<file path="config.mk">
export PLATFORM = sky130hd
export DESIGN_NAME = text_renderer
export DESIGN_NICKNAME = d
export VERILOG_FILES = /design/src/rtl/text_renderer.sv
export SDC_FILE = /design/constraint.sdc
export NUM_CORES = 1
export LEC_CHECK = 0
export ABC_AREA = 0
export CORE_MARGIN = 1
export CORE_UTILIZATION = 56
export DETAILED_ROUTE_END_ITERATION = 10
export PLACE_DENSITY = 0.82
export SYNTH_ARGS = -nofsm -noshare
export SYNTH_HDL_FRONTEND = slang
export SYNTH_SLANG_ARGS = --single-unit
</file>
<file path="constraint.sdc">
create_clock -name clk -period 4.1 [get_ports clk]
set_clock_uncertainty 0.1 [all_clocks]
set_input_delay 1.025 -clock clk [delete_from_list [all_inputs] [get_ports clk]]
set_output_delay 1.025 -clock clk [all_outputs]
set_load 0.02 [all_outputs]
</file>
<file path="src/rtl/text_renderer.sv">
// Text-mode pixel pipeline between the VGA timing generator and the character ROM.
// Walks the text buffer in step with the active video window, fetches character codes from
// the text RAM, asks the character ROM for the matching glyph row and serializes it MSB-first
// into a 1-bit pixel stream with a blinking underline cursor. Timing signals are delayed to
// stay aligned with the pixel stream.
//
// Ports:
//   clk, rst_n                   clock, asynchronous active-low reset
//   de_in, hs_in, vs_in          timing from the generator (vs_in is an active-high level)
//   tram_addr, tram_readen       text RAM read request (readen is combinational from de_in)
//   tram_data                    text RAM data, valid 1 cycle after the address
//   crom_csel, crom_y,           char ROM glyph select / row select / read enable
//   crom_readen
//   crom_row                     char ROM row, valid 2 cycles after crom_csel
//   cursor_en/col/row            cursor enable and position (text cells)
//   pix_out                      pixel, 1 = foreground
//   de_out, hs_out, vs_out       timing delayed by 4 clk to match pix_out
module text_renderer #(
  parameter int unsigned WIDTH      = 4,
  parameter int unsigned BITS       = 4,
  parameter int unsigned COLS       = 80,
  parameter int unsigned ROWS       = 30,
  parameter int unsigned ADDRW      = 12,
  parameter int unsigned BLINK_LOG2 = 4
) (
  input  logic             clk,
  input  logic             rst_n,
  input  logic             de_in,
  input  logic             hs_in,
  input  logic             vs_in,
  output logic [ADDRW-1:0] tram_addr,
  output logic             tram_readen,
  input  logic [BITS-1:0]  tram_data,
  output logic [BITS-1:0]  crom_csel,
  output logic [2:0]       crom_y,
  output logic             crom_readen,
  input  logic [WIDTH-1:0] crom_row,
  input  logic             cursor_en,
  input  logic [6:0]       cursor_col,
  input  logic [4:0]       cursor_row,
  output logic             pix_out,
  output logic             de_out,
  output logic             hs_out,
  output logic             vs_out
);

  localparam int unsigned XW = (WIDTH > 1) ? $clog2(WIDTH) : 1;

  if (COLS * ROWS > (1 << ADDRW)) begin : g_bad_cfg
    $error("text_renderer: COLS*ROWS does not fit in the text RAM address space");
  end

  // Position counters
  logic [XW-1:0]       xsub_q, xsub_d;
  logic [6:0]          col_q, col_d;
  logic [2:0]          ysub_q, ysub_d;
  logic [4:0]          row_q, row_d;
  logic [ADDRW-1:0]    addr_q, addr_d;
  logic [ADDRW-1:0]    linebase_q, linebase_d;
  logic                de_prev_q, vs_prev_q;
  logic [BLINK_LOG2:0] blink_q, blink_d;

  // Pipeline alignment
  logic [3:0]          de_sr_q, hs_sr_q, vs_sr_q;
  logic [2:0]          ysub_d1_q;
  logic [XW-1:0]       xsub_d1_q, xsub_d2_q, xsub_d3_q;
  logic [2:0]          cur_sr_q;
  logic                pix_q;

  logic                cursor_hit;
  logic [XW-1:0]       bit_idx;
  logic                pix_d;

  always_comb begin
    xsub_d     = xsub_q;
    col_d      = col_q;
    addr_d     = addr_q;
    ysub_d     = ysub_q;
    row_d      = row_q;
    linebase_d = linebase_q;

    if (de_in) begin
      if (xsub_q == XW'(WIDTH - 1)) begin
        xsub_d = '0;
        col_d  = col_q + 7'd1;
        addr_d = addr_q + ADDRW'(1);
      end else begin
        xsub_d = xsub_q + XW'(1);
      end
    end else begin
      // Blanking reloads the start of the current text line.
      xsub_d = '0;
      col_d  = '0;
      addr_d = linebase_q;
    end

    // vsync level wins over the end-of-line step.
    if (vs_in) begin
      ysub_d     = '0;
      row_d      = '0;
      linebase_d = '0;
    end else if (de_prev_q && !de_in) begin
      ysub_d = ysub_q + 3'd1;  // wraps 7 -> 0 naturally
      if (ysub_q == 3'd7) begin
        row_d      = row_q + 5'd1;
        linebase_d = linebase_q + ADDRW'(COLS);
      end
    end

    blink_d = (vs_in && !vs_prev_q) ? blink_q + {{BLINK_LOG2{1'b0}}, 1'b1} : blink_q;
  end

  // Underline on the last glyph row of the cursor cell; visible while blink MSB is 0.
  assign cursor_hit = cursor_en & ~blink_q[BLINK_LOG2] & (ysub_q == 3'd7) &
                      (col_q == cursor_col) & (row_q == cursor_row);

  // Leftmost pixel is the glyph row MSB.
  assign bit_idx = XW'(WIDTH - 1) - xsub_d3_q;
  assign pix_d   = de_sr_q[2] & (crom_row[bit_idx] | cur_sr_q[2]);

  always_ff @(posedge clk or negedge rst_n) begin
    if (!rst_n) begin
      xsub_q     <= '0;
      col_q      <= '0;
      ysub_q     <= '0;
      row_q      <= '0;
      addr_q     <= '0;
      linebase_q <= '0;
      de_prev_q  <= 1'b0;
      vs_prev_q  <= 1'b0;
      blink_q    <= '0;
      de_sr_q    <= '0;
      hs_sr_q    <= '0;
      vs_sr_q    <= '0;
      ysub_d1_q  <= '0;
      xsub_d1_q  <= '0;
      xsub_d2_q  <= '0;
      xsub_d3_q  <= '0;
      cur_sr_q   <= '0;
      pix_q      <= 1'b0;
    end else begin
      xsub_q     <= xsub_d;
      col_q      <= col_d;
      ysub_q     <= ysub_d;
      row_q      <= row_d;
      addr_q     <= addr_d;
      linebase_q <= linebase_d;
      de_prev_q  <= de_in;
      vs_prev_q  <= vs_in;
      blink_q    <= blink_d;
      de_sr_q    <= {de_sr_q[2:0], de_in};
      hs_sr_q    <= {hs_sr_q[2:0], hs_in};
      vs_sr_q    <= {vs_sr_q[2:0], vs_in};
      ysub_d1_q  <= ysub_q;
      xsub_d1_q  <= xsub_q;
      xsub_d2_q  <= xsub_d1_q;
      xsub_d3_q  <= xsub_d2_q;
      cur_sr_q   <= {cur_sr_q[1:0], cursor_hit};
      pix_q      <= pix_d;
    end
  end

  assign tram_addr   = addr_q;
  assign tram_readen = de_in;
  assign crom_csel   = tram_data;
  assign crom_y      = ysub_d1_q;
  assign crom_readen = de_sr_q[0];
  assign pix_out     = pix_q;
  assign de_out      = de_sr_q[3];
  assign hs_out      = hs_sr_q[3];
  assign vs_out      = vs_sr_q[3];

endmodule

</file>
==> metrics.txt <==
status=finished clean; Port Buffers=42; Layout area overhead=22.1%; Crit. End Element=output port; sequential fraction of the synthesis area=0.579; crit path time final=between 3 and 4 ns; max-cap violations=0; die area=roughly 0.0055 sq mm; DP Cell Count=338; post-cts resize count=0; first drt pass iteration count=4; post-synth top area cell=dfrtp_1; total CTS buffers=9; FF+latch count, synth=67; most frequent cells after synthesis=dfrtp_1, xnor2_1, nor2_1; largest net degree at the start of global routing=a little under 50; HPWL after detailed placement=3.48 mm; CP top delay family=buffers and inverters; CP max stage cell=clkdlybuf4s50_1; Critical Path Max Stage Delay=0.60 ns; Tot GR Track Use=0.217; ranking of synthesized cells by area=dfrtp_1, xnor2_1, xor2_1; syn avg cell area=between 10 and 15 sq um; min-delay worst type=flip-flop to flip-flop; CP startpoint kind=primary input; Placer Congestion=about 0.74; die height=73.9 um; most common cell in the netlist=dfrtp_1; worst-skew pair later-pin latency=0.33 ns; Crit Reg-Reg Endpoint=row_q[3]; RSZ-0062 raised after global routing=no; routed via count=1820; Setup CP Type=primary input to output port; fmax=310 MHz; Setup violations, final=0; Buf/Inv on CP=2; post-CTS repair timing setup buffer count=0; first-pass GRT wire length=8.64 mm; synthesized cell area=0.00290 sq mm; Peak supply drop=0.000240 V; total wire length=between 4 and 5 mm; Worst EP arrival=2.10 ns; initial core utilization=0.598; Via density=approximately 5.2; max-slew violations=0; Wirelength per Cell=14.1 um; vias in the first global route=1899; EDFF count, synth=0; Final Cycle Share=0.787; initial antenna violation count=0; Final Hold Fails=0; Post-Layout Cell Count=353; Setup TNS=0 ns; Reg2Reg Depth=6; instance count on the critical path=2; # diodes=0; worst r2r src=ysub_q[0]; hold_buf cts=0; YS warnings=0; ys async rst share=1.00; Worst Path Max Fanout=2; Clock Root Buffer=clkbuf_8; area of the multi-input gates=0.00114 sq mm; Core ar.=0.00485 sq mm; Storage cell area=0.00168 sq mm; Syn Nets=272; Yosys top cell area share=0.579; CP startpoint=de_in; ys flop type=dfrtp_1; post-synthesis cell type count=37; worst slew pin tran=0.575 ns; end of the critical path=tram_readen; Ports=51; cell count after synthesis=roughly 240; CTS tree=done; crit-path most repeated cell=clkdlybuf4s50_1; nets@finish=316; Critical Path RT=2.97 ns; crit-path cells=clkdlybuf4s50_1 > clkdlybuf4s50_1; Starting DRT DRC Count=54; Worst slew margin=0.617; clk slew on worst S/H paths=about 0.060 ns; layout cell share with drive strength beyond 1=0.0909; die width=73.9 um; Post-DRT Antenna Nets=0; Fillers=353; r2r setup slk=between 2 and 2.5 ns; Congestion Overflow GR=0; Lkg Pwr=0.00158 uW; clk sinks=67; Clock H-tree levels=3; Rows=25; # DRC=0; cell area power density=approximately 400 mW/mm^2; CTS Buffer Depth=2
state kept, by name (all words and copies together) (netlist names):
signal,count
tram_addr,12
linebase_q,8
col_q,7
blink_q,5
row_q,5
de_sr_q,4
hs_sr_q,4
vs_sr_q,4
crom_y,3
cur_sr_q,3
ysub_q,3
xsub_d1_q,2
xsub_d2_q,2
xsub_d3_q,2
xsub_q,2
pix_out,1
cell type report:
class,count,area share
clock buffers,13,0.0449
inverters,2,0.00212
flip-flops and latches,67,0.474
repair buffers,45,0.124
well taps,67,0.0237
clock inverters,2,0.00990
multi-input cells,157,0.322
through the flow:
| stage | instance area (sq um) | total power, uW | setup slack (ns) | hold slack [ns] | utilization |
|---|---|---|---|---|---|
| floorplan | 2900 | 847 | 1.82 | 0.231 | - |
| global placement | 3340 | 910 | 0.873 | 0.233 | 0.690 |
| detailed placement | 3340 | 921 | 0.879 | 0.236 | 0.690 |
| CTS | 3540 | 1450 | 0.870 | 0.249 | 0.730 |
| global route | 3540 | 1510 | 0.868 | 0.254 | 0.730 |
| finish | 3540 | 1440 | 0.873 | 0.248 | 0.730 |
kinds of logic after synthesis:
| group | synth area share |
|---|---|
| compound gates | 0.0328 |
| xor+xnor | 0.127 |
| fa+ha+maj | 0.0345 |
| buf+inv | 0.0289 |
| flops | 0.579 |
| mux | 0.0255 |
| simple gates | 0.173 |
power breakdown:
part / switching (uW) / leakage, uW / internal [uW]
Combinational: 69.7 / 0.000605 / 82.0
Clock: 223 / 0.0000995 / 310
Sequential: 40.7 / 0.000875 / 713
Total: 334 / 0.00158 / 1100
cells in the final DEF, fill, tap and decap left out, types with 3 or more instances in the layout:
master	count
a21oi_1	13
clkbuf_8	11
nor2_1	23
xor2_1	14
dfrtp_1	67
or3_1	3
mux2i_1	4
buf_4	3
nor3_1	3
o21ai_0	3
nor2b_1	3
nand4_1	8
xnor2_1	28
nand2_1	14
nand3_1	4
ha_1	8
and2_1	9
clkdlybuf4s50_1	41
worst min path at each step:
stage,from,end,slack (ns),cells past startpoint
2_1_floorplan,cur_sr_q[0],cur_sr_q[1],0.23,0
3_3_place_gp,vs_sr_q[1],vs_sr_q[2],0.23,0
3_5_place_dp,cur_sr_q[1],cur_sr_q[2],0.24,0
4_1_cts,xsub_d1_q[0],xsub_d2_q[0],0.25,0
5_1_grt,xsub_d1_q[0],xsub_d2_q[0],0.25,0
6_report,xsub_d1_q[0],xsub_d2_q[0],0.25,0
per-layer routing:
metal | track usage | part of all wire
met1 | 0.257 | 0.44
met4 | 0.0748 | 0.013
met2 | 0.362 | 0.51
met3 | 0.0867 | 0.039
met5 | 0 | 0
Note: power is estimated with default switching activity, not from simulation.
